$ cat src/rtl/booth_multiplier_r4.sv
// booth_multiplier_r4: multi-cycle radix-4 (modified) Booth multiplier.
// Retires two multiplier bits per cycle and supports signed or unsigned operands.
// It uses a start/busy/done handshake, and product holds the last result.
// Optional macro DEBUG_PORTS_EN exposes the live internal registers as extra outputs.
module booth_multiplier_r4 #(
  parameter int WIDTH = 8
) (
  input  logic                 clk,
  input  logic                 reset,
  input  logic                 start,
  input  logic                 signed_mode,
  input  logic [WIDTH-1:0]     multiplicand,
  input  logic [WIDTH-1:0]     multiplier,
  output logic                 busy,
  output logic                 done,
  output logic [2*WIDTH-1:0]   product
`ifdef DEBUG_PORTS_EN
  ,
  output logic [WIDTH+3:0]                   a_dbg,
  output logic [WIDTH+1:0]                   q_dbg,
  output logic                               q_1_dbg,
  output logic [$clog2((WIDTH+2)/2+1)-1:0]   iter_dbg
`endif
);

  localparam int EXT  = WIDTH + 2;
  localparam int ITER = EXT / 2;
  localparam int CW   = $clog2(ITER + 1);
  localparam logic [CW-1:0] LAST = CW'(ITER - 1);

  typedef enum logic [1:0] {
    IDLE = 2'd0,
    CALC = 2'd1,
    DONE = 2'd2
  } state_t;

  state_t         state;
  logic [EXT+1:0] a;
  logic [EXT-1:0] q;
  logic [EXT-1:0] m;
  logic           q_1;
  logic [CW-1:0]  iter;

  logic [EXT+1:0] m_wide;
  logic [EXT+1:0] addend;
  logic [EXT+1:0] sum;
  logic [EXT+1:0] a_next;
  logic [EXT-1:0] q_next;
  logic           q_1_next;

  // One radix-4 step: recode the bit triple, add the partial product, then shift right by two.
  always_comb begin
    m_wide = {{2{m[EXT-1]}}, m};
    addend = '0;
    unique case ({q[1:0], q_1})
      3'b001, 3'b010: addend = m_wide;
      3'b011:         addend = m_wide << 1;
      3'b100:         addend = -(m_wide << 1);
      3'b101, 3'b110: addend = -m_wide;
      default:        addend = '0;
    endcase
    sum      = a + addend;
    a_next   = {{2{sum[EXT+1]}}, sum[EXT+1:2]};
    q_next   = {sum[1:0], q[EXT-1:2]};
    q_1_next = q[1];
  end

  // Control FSM and datapath registers; load on accepted start, iterate, then publish the product.
  always_ff @(posedge clk or negedge reset) begin
    if (!reset) begin
      state   <= IDLE;
      a       <= '0;
      q       <= '0;
      m       <= '0;
      q_1     <= 1'b0;
      iter    <= '0;
      busy    <= 1'b0;
      done    <= 1'b0;
      product <= '0;
    end else begin
      unique case (state)
        IDLE, DONE: begin
          done <= 1'b0;
          if (start) begin
            m     <= signed_mode ? {{2{multiplicand[WIDTH-1]}}, multiplicand}
                                 : {2'b00, multiplicand};
            q     <= signed_mode ? {{2{multiplier[WIDTH-1]}}, multiplier}
                                 : {2'b00, multiplier};
            a     <= '0;
            q_1   <= 1'b0;
            iter  <= '0;
            busy  <= 1'b1;
            state <= CALC;
          end else begin
            state <= IDLE;
          end
        end
        CALC: begin
          a    <= a_next;
          q    <= q_next;
          q_1  <= q_1_next;
          iter <= iter + 1'b1;
          if (iter == LAST) begin
            product <= {a_next[WIDTH-3:0], q_next};
            busy    <= 1'b0;
            done    <= 1'b1;
            state   <= DONE;
          end
        end
        default: begin
          busy  <= 1'b0;
          done  <= 1'b0;
          state <= IDLE;
        end
      endcase
    end
  end

`ifdef DEBUG_PORTS_EN
  // Expose the live datapath registers for observation.
  always_comb begin
    a_dbg    = a;
    q_dbg    = q;
    q_1_dbg  = q_1;
    iter_dbg = iter;
  end
`endif

endmodule
$ cat config.mk
export PLATFORM = sky130hd
export DESIGN_NAME = booth_multiplier_r4
export DESIGN_NICKNAME = d
export VERILOG_FILES = /design/src/rtl/booth_multiplier_r4.sv
export SDC_FILE = /design/constraint.sdc
export NUM_CORES = 1
export LEC_CHECK = 0
export CORE_AREA = 2 2 85 87
export DETAILED_ROUTE_END_ITERATION = 6
export DIE_AREA = 0 0 87 89
export HOLD_SLACK_MARGIN = 0.05
export PLACE_DENSITY_LB_ADDON = 0.08
export SLEW_MARGIN = 15
export SYNTH_ARGS = -nofsm -noshare
export SYNTH_HDL_FRONTEND = slang
export SYNTH_SLANG_ARGS = --single-unit
$ cat constraint.sdc
create_clock -name clk -period 6.35 [get_ports clk]
set_input_delay 0.9525 -clock clk [delete_from_list [all_inputs] [get_ports clk]]
set_output_delay 0.9525 -clock clk [all_outputs]
set_load 0.1 [all_outputs]
# Word-level counts from Yosys, hierarchy flattened
# Cells that the tools add are included.
totals:
  wordCells: 52
  reg_bits: 56
op_classes:
  reduce_logical: 9
  n_eq_ne: 11
  add_sub_neg: 4
  n_mux: 19
ops:
  columns: ["cell", "count"]
  rows:
  - ["$pmux 12 s4", 1]
  - ["$mux 10", 3]
  - ["$neg 12->12", 2]
  - ["$pmux 12 s2", 1]
  - ["$pmux 10 s2", 1]
  - ["$add 12x12->12", 1]
  - ["$eq 3x3->1 const B", 4]
  - ["$mux 12", 1]
  - ["$reduce_and 2->1", 4]
  - ["$eq 3x2->1 const B", 2]
  - ["$mux 1", 6]
  - ["$pmux 3 s2", 1]
  - ["$reduce_or 2->1", 3]
  - ["$ne 2x2->1 const B", 2]
  - ["$pmux 1 s2", 2]
  - ["$pmux 2 s2", 1]
  - ["$add 3x1->3 const B", 1]
  - ["$eq 3x1->1 const B", 1]
  - ["$mux 3", 1]
  - ["$eq 2x1->1 const B", 1]
  - ["$eq 2x2->1 const B", 1]
  - ["$logic_not 2->1", 1]
  - ["$mux 2", 1]
  - ["$reduce_bool 2->1", 1]

# Longest topological paths before layout
# Gate-level depths: netlist of the first run.
logic_depth:
  ltp_word: 5
  ltp_mapped: 17
  mapped_depth_nobuf: 17

# Least setup slack after synthesis of the first run
# No wires, ideal clock.
synth_path:
  path_type: "register to register"
  from: "reg m[2]"
  to: "reg a[10]"
  arrival_time_ns: 2.959
  slack_ns: 3.322
  n_path_buf: 1
  stages_incl_launch_ff: 16
  path_cell_list: "dfrtp_1 -> clkbuf_1 -> or3_1 -> nor3_1 -> xor2_1 -> o21ai_0 -> o21ai_0 -> a21oi_1 -> ha_1 -> a21oi_1 -> nand2_1 -> o2111ai_1 -> a31o_2 -> xnor2_1 -> or3_1 -> nand3_1"
synth_via:
  elab_chain_len: 4
synth_rtl:
  columns: ["item", "line_no", "source"]
  rows:
  - ["start: declaration", "40", "logic [EXT-1:0] m;"]
  - ["start signal: assignment", "85", "m <= signed_mode ? {{2{multiplicand[WIDTH-1]}}, multiplicand}"]
  - ["$neg 12->12 (on tied branches)", "59, 58", null]
  - ["$pmux 12 s4 *", "55", "unique case ({q[1:0], q_1})"]
  - ["$add 12x12->12 *", "62", "sum = a + addend;"]
  - ["$pmux 12 s2 *", "81", "unique case (state)"]
  - ["end signal: assignment", "99", "a <= a_next;"]
  - ["end: declaration", "38", "logic [EXT+1:0] a;"]
# Every way passes the cells marked *; elsewhere a longest branch is shown, timed or not.
# A chain may end at the register's enable or synchronous reset.

# Worst setup path in the final report of the first run
layout_path:
  from: "reg m[0]"
  to: "reg a[10]"
# Same word-level chain as after synthesis.

==> summary.txt, run 1 <==
Final layout
  • Fin nets: 408
  • Number of inserted diodes: 0
  • Share of cells above drive strength 1: 0.0695
  • Area Growth Syn to Fin: 17.4%
  • Most common cell after layout, fill and taps aside: nand2_1
  • Commonest cells after routing, fill and taps aside: nand2_1, dfrtp_1, o21ai_0

CTS
  • H-tree depth: 2
  • Clk_lat worst skew: 0.31 ns
  • Post-CTS sizing: 0
  • Longest Clk Path Bufs: 2
  • CTS Sinks: 52
  • Total CTS buffers: 5
  • # hold bufs at CTS: 0
  • Post-CTS setup buffers: 0
  • CTS tree: done
  • Root Buffer: clkbuf_8
  • CTS clk-pin slew, worst paths: 0.11 ns

Drt
  • DR WL/cell: 15.0 microns
  • Total wire length after detailed routing: 6800 microns
  • Vias per inst: 5.48
  • Via count: 2488
  • Initial DRC Count: 116
  • Routed Antenna Nets: 0
  • Final routed DRC violation total: 0
  • Initial DRT Pass Iterations: 4

Placement
  • # port buffers: 37
  • Final weighted congestion in routability-driven placement: 0.889
  • DP HPWL: 4790 microns

STA
  • Fmax: 292 MHz
  • Pins Over Slew Limit: 0
  • Clk_skew: 0.00914 ns
  • Slew @ Worst Pin: 0.978 ns
  • Final TNS setup: 0 ns
  • Final period utilization: 0.540
  • RSZ-0062 raised after global routing: no
  • Post-route minimum period: 3.43 ns
  • Final Hold Fails: 0
  • Final Setup Violations: 0
  • Max-Slew Margin vs Limit: 0.346

Die
  • Die area: 7740 sq um
  • Chip Width: 87 microns
  • Core ar.: 6720 sq um
  • Row count: 30
  • Die H: 89 microns
  • IO Count: 38
  • Initial Util: 0.448

Global route
  • Vias in the first global route: 2427
  • Initial antenna violation count: 0
  • Pin count of the biggest net entering global routing: 53
  • GRT overflow: 0
  • Gr usage total: 0.192
  • Global-route wire length before repair: 11800 microns

Setup path
  • Critical path arrival: 3.68 ns
  • CP bufs+invs: 1
  • CP endpoint kind: flip-flop
  • Crit path cell chain: inv_1, ha_1, nand2b_1, nor4_1, xnor2_1, nand2_1, o21ai_0, o21ai_0, a21oi_1, ha_1, a21oi_1, nand2_1, o2111ai_1, a31o_2, xnor2_1, or3_1, nand3_1
  • Critical R2R Capture: a[10]
  • Stages on the worst setup path: 17
  • Critical path launch point type: flip-flop
  • R2R depth: 17
  • CP Capture Point: a[10]
  • Crit path max-delay family: compound AO/OA/AOI/OAI gates
  • Critical R2R Launch: m[0]
  • Critical path's slowest cell: dfrtp_1
  • Critical path class: reg2reg
  • Critical Path Fanout Max: 6
  • Required @ worst endpoint: 6.60 ns
  • Crit path largest cell delay: 0.43 ns
  • Worst setup path start: m[0]
  • Worst R2R Setup Slack: 2.92 ns

Synthesis
  • Netlist cell types: 43
  • Post-synthesis register bit count: 52
  • YS warnings: 0
  • Post-Syn Instances: 346
  • Syn Nets: 381
  • Syn_area_per_cell: 8.70 sq um
  • Post-Syn Area: 3010 sq um
  • Post-synth EDFFs: 0
  • Seq/Total Area, Yosys: 0.432
  • Main synth FF type: dfrtp_1
  • Largest cells by area after synthesis: dfrtp_1, nand2_1, o21ai_0, ha_1, nor2_1
  • Yosys top cell area share: 0.432
  • Async S/R FF share, synth: 1.00
  • Cell taking the most area after synthesis: dfrtp_1

Hold path
  • Hold Crit Class: reg2reg

Job
  • MaxCap Viol Count: 0

Status
  • Status: complete, no violations
-- per-stage QoR --
stage                     instances  setup WS [ns]  utilization  cell area (sq um)  hold slack (ns)
after floorplan                 346           3.32            -               3010            0.456
after global placement          446           2.94        0.508               3410            0.463
after detailed placement        446           2.92        0.508               3410            0.471
after CTS                       454           2.89        0.526               3530            0.495
after global routing            454           2.55        0.526               3530            0.537
final                           454           2.92        0.526               3530            0.490
-- layout make-up --
cell class / count / area (sq um)
inverters: 10 / 37.5
clock inverters: 2 / 38.8
well taps: 80 / 100
clock buffers: 6 / 82.6
fillers: 624 / 3180
multi-input cells: 265 / 1590
repair buffers: 39 / 380
flip-flops and latches: 52 / 1300
-- worst min-delay path, delay by kind of cell (launching register included) --
kind / cells / cell delay, ns
flops: 1 / 0.36
compound gates: 1 / 0.06
simple gates: 1 / 0.04
-- logic make-up after synthesis --
group                      count (synthesis)  synth area share
and+or+nand+nor                          133             0.200
AOI/OAI and AO/OA                         91             0.180
DFF                                       52             0.432
buffers and inverters                     29            0.0391
xor gates and xnor gates                  17            0.0495
adders and majority gates                 15            0.0648
muxes                                      9            0.0337
-- worst min-delay path by stage --
stage                start  slack, ns           to  cells after the start
2_1_floorplan         a[0]       0.46         a[0]                      2
3_3_place_gp   product[12]       0.46  product[12]                      2
3_5_place_dp   product[11]       0.47  product[11]                      2
4_1_cts        product[11]       0.49  product[11]                      2
5_1_grt        product[10]       0.54  product[10]                      2
6_report       product[14]       0.49  product[14]                      2
-- synth_stat cells, types with 4 or more instances --
master / count
o21ai_0: 37
xor2_1: 7
nor2b_1: 6
nand2_1: 63
dfrtp_1: 52
nand3_1: 9
a221oi_1: 5
xnor2_1: 10
nor2_1: 31
a31oi_1: 4
nand2b_1: 7
ha_1: 14
or3_1: 4
o22ai_1: 6
clkbuf_1: 15
a21oi_1: 20
inv_1: 10
mux2_2: 9
-- layer usage --
layer / up-vias / track usage / share of wire
met2: 41 / 0.303 / 0.47
li1: 1258 / - / -
met1: 1182 / 0.274 / 0.49
met4: 0 / 0.0483 / 0.0097
met3: 7 / 0.0360 / 0.031
met5: - / 0 / 0
-- sequential cells by signal, summed over array words and instances, names as in the netlist --
name     count
q           10
product     16
q_1          1
a           10
busy         1
iter         3
state        2
m            9
Power of run 1 is left out: the tool's default activity adds up to more than one toggle a clock period on the data nets, which glitch-free logic cannot reach.
==> inputs of run 2 (changes only) <==
Clock period 6.35 ns to 3 ns, I/O delays scaled along.
==> run 2 against run 1 <==
The flow now finishes with violations (negative setup slack). Largest cell class unchanged. Count of clock-buffer cells in the layout shrank 1. Clock skew shrank 0.0011 ns. Sequential cell count is the same. Highest routed layer unchanged. Final area grew 13%. Die area is the same. Wire length grew 12%. Final cell count grew 10%. First-iteration DRC count shrank 18%. Sequential share of layout area shrank 4.2 points. Critical endpoint unchanged. Maximum frequency grew 11%. Hold slack lost 0.43 ns. Global-route usage grew 1.2 points.
==> summary.txt, run 2 (synthesis gave the netlist of run 1 again) <==
Global route
  • Initial antenna violation count: 0 (unchanged)
  • Gr usage total: 0.204 (+0.0122)
  • GRT overflow: 0 (unchanged)
  • Vias in the first global route: 2677 (+10%)
  • Pin count of the biggest net entering global routing: 21 (-60%)
  • Global-route wire length before repair: 12500 microns (+6.3%)

Placement
  • Final weighted congestion in routability-driven placement: 0.866 (-2.7%)
  • # port buffers: 37 (unchanged)
  • Pre-CTS WS: -0.105 ns (-3.02 ns)
  • DP HPWL: 5500 microns (+15%)
  • Post-DP Area: 3650 sq um (+6.9%)

Die
  • IO Count: 38 (unchanged)
  • Core ar.: 6720 sq um (unchanged)
  • Chip Width: 87 microns (unchanged)
  • Die area: 7740 sq um (unchanged)
  • Initial Util: 0.448 (unchanged)
  • Die H: 89 microns (unchanged)
  • Row count: 30 (unchanged)

CTS
  • CTS clk-pin slew, worst paths: 0.11 ns (about the same)
  • H-tree depth: 2 (unchanged)
  • Clk_lat worst skew: 0.31 ns (about the same)
  • Total CTS buffers: 5 (unchanged)
  • CTS tree: done
  • Root Buffer: clkbuf_8
  • CTS Sinks: 52 (unchanged)
  • Longest Clk Path Bufs: 2 (unchanged)

Final layout
  • Design area: 3990 sq um (+13%)
  • Fin nets: 455 (+12%)
  • Number of inserted diodes: 0 (unchanged)
  • Share of cells above drive strength 1: 0.278 (+0.208)
  • Most common cell after layout, fill and taps aside: buf_4
  • Max reg flops: 16 (unchanged)
  • Fillers: 607 (-2.7%)
  • Register bank with the most flops: product
  • Biggest regs: product (16), a (10), q (10)
  • Commonest cells after routing, fill and taps aside: buf_4, nand2_1, dfrtp_1
  • Area Growth Syn to Fin: 32.6%

Drt
  • Vias per inst: 5.45 (-0.64%)
  • Routed Antenna Nets: 0 (unchanged)
  • Initial DRT Pass Iterations: 4 (unchanged)
  • Via count: 2728 (+9.6%)
  • Initial DRC Count: 95 (-18%)
  • Total wire length after detailed routing: 7650 microns (+12%)
  • DR WL/cell: 15.3 microns (+1.9%)
  • Final routed DRC violation total: 0 (unchanged)

STA
  • Post-route minimum period: 3.09 ns (-0.335 ns)
  • Slew @ Worst Pin: 0.449 ns (-0.529 ns)
  • Final Setup Violations: 2 (+2)
  • Final period utilization: 1.03 (+0.491)
  • Pins Over Slew Limit: 0 (unchanged)
  • Setup ws final: -0.0945 ns (-3.01 ns)
  • Clk_skew: 0.00802 ns (-0.00112 ns)
  • Fmax: 323 MHz (+11%)
  • Final Hold Fails: 0 (unchanged)
  • RSZ-0062 raised after global routing: yes
  • Final TNS setup: -0.111 ns (-0.111 ns)
  • Max-Slew Margin vs Limit: 0.701 (+0.355)

Setup path
  • CP bufs+invs: 1 (unchanged)
  • Critical path launch point type: flip-flop
  • Critical path's slowest cell: or4_4
  • Critical Path Fanout Max: 4 (-2)
  • Critical path arrival: 3.35 ns (-0.33 ns)
  • Crit path largest cell delay: 0.56 ns (+0.13 ns)
  • Required @ worst endpoint: 3.25 ns (-3.35 ns)
  • CP endpoint kind: flip-flop
  • Crit path max-delay family: simple AND/OR/NAND/NOR gates
  • Critical path class: reg2reg
  • Worst path most repeated cell: o21ai_1
  • Crit path cell chain: or4_4, nor3_2, buf_4, o21ai_1, a221oi_1, o21ai_1, o21ai_1, ha_1, o2111ai_2, a31o_2, xnor2_1, or3_1, nand3_1

Status
  • Status: complete, but fails checks
  • Failing checks: negative setup slack

Job
  • MaxCap Viol Count: 0 (unchanged)

Hold path
  • Hold Crit Class: in2async
==> run 2: layout make-up <==
type	count	area (sq um)	area share
inverter	10	37.5	0.00940
clock inverter	3	50.0	0.0125
timing repair buffer	86	699	0.175
clock buffer	5	68.8	0.0172
multi-input combinational	265	1730	0.434
sequential	52	1300	0.326
tap	80	100	0.0251
==> run 2: through the flow <==
step | hold slack (ns) | utilization | std cells
finish | 0.0649 | 0.594 | 501
global route | 0.100 | 0.594 | 501
CTS | 0.0923 | 0.572 | 495
detailed placement | 0.435 | 0.543 | 482
global placement | 0.427 | 0.543 | 482
floorplan | 0.154 | - | 346
==> run 2: final timing paths <==
check	depth (start not counted)	slack, ns	endpoint	start
max	13	-0.09	a[10]	m[5]
min	1	0.06	product[14]	reset
max reg2reg	13	-0.09	a[10]	m[5]
min reg2reg	2	0.49	product[13]	product[13]
max in group asynchronous	2	2.32	q_1	reset
min in group clk	2	0.49	product[13]	product[13]
==> run 2: per-layer routing <==
metal	wire (microns)	share of wire	track usage	vias to the layer above
li1	-	-	-	1347
met4	91	0.012	0.0497	0
met5	0	0	0	-
met3	193	0.025	0.0314	8
met2	3790	0.50	0.348	41
met1	3570	0.47	0.273	1332
==> run 2: repair_timing <==
item / 4_1_cts / 5_1_grt
setup buffers: 5 / 6
hold buffers: 0 / 0
resized for setup: 14 / 29
endpoints found under the setup margin: 5 / 7
pin swaps: 7 / 24
Power of run 2 is left out for the same reason.
